### config.mk
export PLATFORM = sky130hd
export DESIGN_NAME = axis_ready_gen
export DESIGN_NICKNAME = d
export VERILOG_FILES = /design/src/rtl/axis_seq_checker_pkg.sv /design/src/rtl/axis_ready_gen.sv
export SDC_FILE = /design/constraint.sdc
export NUM_CORES = 1
export LEC_CHECK = 0
export CAP_MARGIN = 20
export CORE_AREA = 3 3 40 42
export DETAILED_ROUTE_END_ITERATION = 10
export DIE_AREA = 0 0 43 45
export RECOVER_POWER = 100
export SYNTH_ARGS = -nofsm -noshare
export SYNTH_HDL_FRONTEND = slang
export SYNTH_SLANG_ARGS = --single-unit
### constraint.sdc
create_clock -name aclk -period 1.2 [get_ports aclk]
set_clock_uncertainty 0.1 [all_clocks]
set_input_delay 0.12 -clock aclk [delete_from_list [all_inputs] [get_ports aclk]]
set_output_delay 0.12 -clock aclk [all_outputs]
set_load 0.02 [all_outputs]
### src/rtl/axis_seq_checker_pkg.sv
// Shared types and helpers for the AXI4-Stream sequence checker and its
// TREADY oscillator.
package axis_seq_checker_pkg;

    typedef enum logic {IDLE, IN_PKT} chk_state_t;
    typedef enum logic {LOW, HIGH} rdy_state_t;

    // Saturating add of a 0..3 increment; callers zero-extend counters up to 32 bits.
    function automatic logic [31:0] sat_add(input logic [31:0] val,
                                            input logic [1:0]  inc,
                                            input logic [31:0] max);
        logic [32:0] sum;
        sum = {1'b0, val} + {31'b0, inc};
        if (sum > {1'b0, max}) return max;
        return sum[31:0];
    endfunction

endpackage

### src/rtl/axis_ready_gen.sv
// Free-running TREADY oscillator: READY_LOW cycles low, READY_HIGH cycles high,
// phase frozen and output low while enable is deasserted.
module axis_ready_gen
    import axis_seq_checker_pkg::*;
#(
    parameter int READY_LOW  = 2,
    parameter int READY_HIGH = 6
) (
    input  logic aclk,
    input  logic aresetn,
    input  logic enable,
    output logic tready
);

    localparam int PMAX = (READY_LOW > READY_HIGH) ? READY_LOW : READY_HIGH;
    localparam int PW   = (PMAX > 1) ? $clog2(PMAX) : 1;
    localparam logic [PW-1:0] LOW_LAST  = PW'((READY_LOW > 0) ? READY_LOW - 1 : 0);
    localparam logic [PW-1:0] HIGH_LAST = PW'(READY_HIGH - 1);

    rdy_state_t    r_state, w_state_nxt;
    logic [PW-1:0] r_phase, w_phase_nxt;
    logic          r_tready, w_tready_nxt;

    always_ff @(posedge aclk) begin
        if (!aresetn) begin
            r_state  <= LOW;
            r_phase  <= '0;
            r_tready <= 1'b0;
        end else begin
            r_state  <= w_state_nxt;
            r_phase  <= w_phase_nxt;
            r_tready <= w_tready_nxt;
        end
    end

    // With READY_LOW=0 the LOW state is left on the first enabled cycle and never re-entered.
    always_comb begin
        w_state_nxt  = r_state;
        w_phase_nxt  = r_phase;
        w_tready_nxt = 1'b0;
        if (enable) begin
            case (r_state)
                LOW: begin
                    if (READY_LOW == 0 || r_phase == LOW_LAST) begin
                        w_state_nxt = HIGH;
                        w_phase_nxt = '0;
                    end else begin
                        w_phase_nxt = r_phase + PW'(1);
                    end
                end
                HIGH: begin
                    if (r_phase == HIGH_LAST) begin
                        if (READY_LOW != 0) w_state_nxt = LOW;
                        w_phase_nxt = '0;
                    end else begin
                        w_phase_nxt = r_phase + PW'(1);
                    end
                end
                default: ;
            endcase
            w_tready_nxt = (w_state_nxt == HIGH);
        end
    end

    assign tready = r_tready;

endmodule

==> flow_metrics.tcl <==
set metrics [dict create \
    num_rows 13 \
    cp_max_fo 1 \
    overflow 0 \
    tightestPinTransition_ns 0.2690 \
    final-seq-area_um2 100.1 \
    io_buffers 3 \
    fin_nets 35 \
    cts_made_buffers 3 \
    critPathKind "register to output port" \
    drv_cap 0 \
    r2r_start "r_phase[0]$_SDFFE_PN0P_" \
    ys_ff_latch 5 \
    antenna_found_initial 0 \
    cts_hold_buf 0 \
    cts.sinks 5 \
    worstPathRequired_ns 0.98 \
    dieArea_um2 1935 \
    slowest_stage "dlygate4sd2_1" \
    dr.pass1.iters 3 \
    multiInputGateArea_um2 127.6 \
    finalSetupViolations 0 \
    drc 0 \
    p_leak_nw 0.1270 \
    cpLargestDelayFamily "buffers and inverters" \
    vias 201 \
    layout_commonest_cell "dfxtp_1" \
    post-route-period-util 0.9012 \
    clock_path_buffers 2 \
    grt_pass1_vias 192 \
    cts-root-buf "clkbuf_4" \
    total_power_mw 0.4202 \
    cp_slowest_stage_delay_ns 0.32 \
    slew_headroom 0.8204 \
    ir_drop_mv 0.4551 \
    syn_inst 25 \
    hp-start "r_state$_SDFFE_PN0P_" \
    grt.total_usage 0.06088 \
    viasPerCell 4.370 \
    post_drt_wl_per_cell_um 9.717 \
    ant_nets 0 \
    fill_cells 141 \
    period_needed_ns 1.081 \
    worst-path-buf-inv 1 \
    reg2reg_slack_ns 0.23 \
    drive_gt1_frac 0.09677 \
    min_to "r_state$_SDFFE_PN0P_" \
    ioPinCount 4 \
    yosysTopAreaCellShare 0.4124 \
    synth_top_area_cell "dfxtp_1" \
    worstPathCellList "dlygate4sd2_1" \
    grt_start_max_net_pins 9 \
    ys_seq_area_frac 0.4124 \
    drt_iter0_drc 3 \
    die_h_um 45 \
    cts_setup_buffers 0 \
    yosys.cell_types.count 15 \
    clk_latency_ns 0.24 \
    min_path_cells 2 \
    routed_wl_um 447 \
    critPathArrivalTime_ns 0.86 \
    hold_path_class "register to register" \
    grt_pass1_wl_um 800 \
    routabilityCongestion 0.7131 \
    status "completed" \
    r2r_end "tready$_SDFF_PN0_" \
    syn_to_final_growth_pct 25.77 \
    hpwl_um 314.4 \
    cts_tree "built" \
    synth_area_leaders "dfxtp_1 41%, nand4b_1 7.2%, xnor2_1 7.2%" \
    finalInstanceArea_um2 305.3 \
    power.density_nw_per_um2 1376 \
    insertedDiodeCount 0 \
    start_util 0.1889 \
    finalHoldViolCount 0 \
    layout_common_cells "5 x dfxtp_1, 3 x nand2_1, 3 x clkbuf_4" \
    syn_nets 28 \
    yosys_warnings 0 \
    worst_slack_ns 0.1185 \
    synth_area_um2 242.7 \
    postSynthAreaPerCell_um2 9.709 \
    r2r_cells 2 \
    fmax_ghz 0.9247 \
    start_kind "register" \
    ctsHtreeMaxLevel 1 \
    post_cts_resize_count 1 \
    die_w_um 43 \
    place_ws_ns -0.01307 \
    cp-end-kind "output port" \
    place_area_um2 280.3 \
    finalMaxSlewViolations 0 \
    coreArea_um2 1285 \
    clk_pin_slew_ns 0.04 \
    rsz0062_at_grt "false" \
]
## how the worst max path moves through the flow
stage                            startpoint                       to  slack [ns]  depth (start not counted)
finish                    tready$_SDFF_PN0_                   tready        0.12                          1
floorplan           r_phase[0]$_SDFFE_PN0P_        tready$_SDFF_PN0_        0.25                          3
global placement                     enable  r_phase[2]$_SDFFE_PN0P_      -0.002                          3
CTS                       tready$_SDFF_PN0_                   tready         0.1                          1
detailed placement                   enable  r_phase[2]$_SDFFE_PN0P_       -0.01                          3
global route                         enable  r_phase[1]$_SDFFE_PN0P_        0.05                          3
## metal layers
metal,global-route usage,vias up,share of wire
li1,-,103,-
met1,0.06780,95,0.49
met2,0.08084,3,0.46
met3,0.02390,0,0.049
met4,0.07229,0,0
met5,0,-,0
## through the flow
step / utilization / instances / hold slack (ns) / TNS [ns]
after CTS: 0.2376 / 46 / 0.4209 / 0
after detailed placement: 0.2181 / 42 / 0.4148 / -0.02424
after floorplan: - / 25 / 0.1532 / 0
final: 0.2376 / 46 / 0.4241 / 0
after global routing: 0.2376 / 46 / 0.4464 / 0
after global placement: 0.2181 / 42 / 0.4028 / -0.002059
## registers in the layout, summed over array words and instances (netlist names)
name	count
r_phase	3
r_state	1
tready	1
## power by group
part           switching [mW]  internal [mW]
Sequential             0.0129          0.176
Clock                  0.0671          0.126
Combinational          0.0172         0.0216
Total                  0.0973          0.323
## cells in the mapped netlist (all sizes together)
master	n
and2	1
buf	1
dfxtp	5
xnor2	2
nor2b	1
nand4b	2
o22ai	2
inv	1
o211a	1
nand3b	2
nand2	3
nand2b	1
mux2i	1
o2111a	1
nor2	1
## cells by family after synthesis
kind of cell,Yosys count,synth area share
AND/OR/NAND/NOR,11,0.2732
flip-flops,5,0.4124
AO/OA/AOI/OAI,4,0.1392
XOR/XNOR,2,0.07218
buffers and inverters,2,0.06184
multiplexers,1,0.04124
## final cells by class
| type | count | share of cell area |
|---|---|---|
| clock buffers | 4 | 0.08607 |
| inverters | 1 | 0.01230 |
| multi-input cells | 18 | 0.4180 |
| flip-flops and latches | 5 | 0.3279 |
| well taps | 15 | 0.06148 |
| repair buffers | 3 | 0.09426 |
## worst register-to-register path, stage by stage (launching register included)
cell      delay [ns]
dfxtp_1         0.38
nor2b_1         0.16
o2111a_1        0.22
Power figures use the tool's default switching activity.
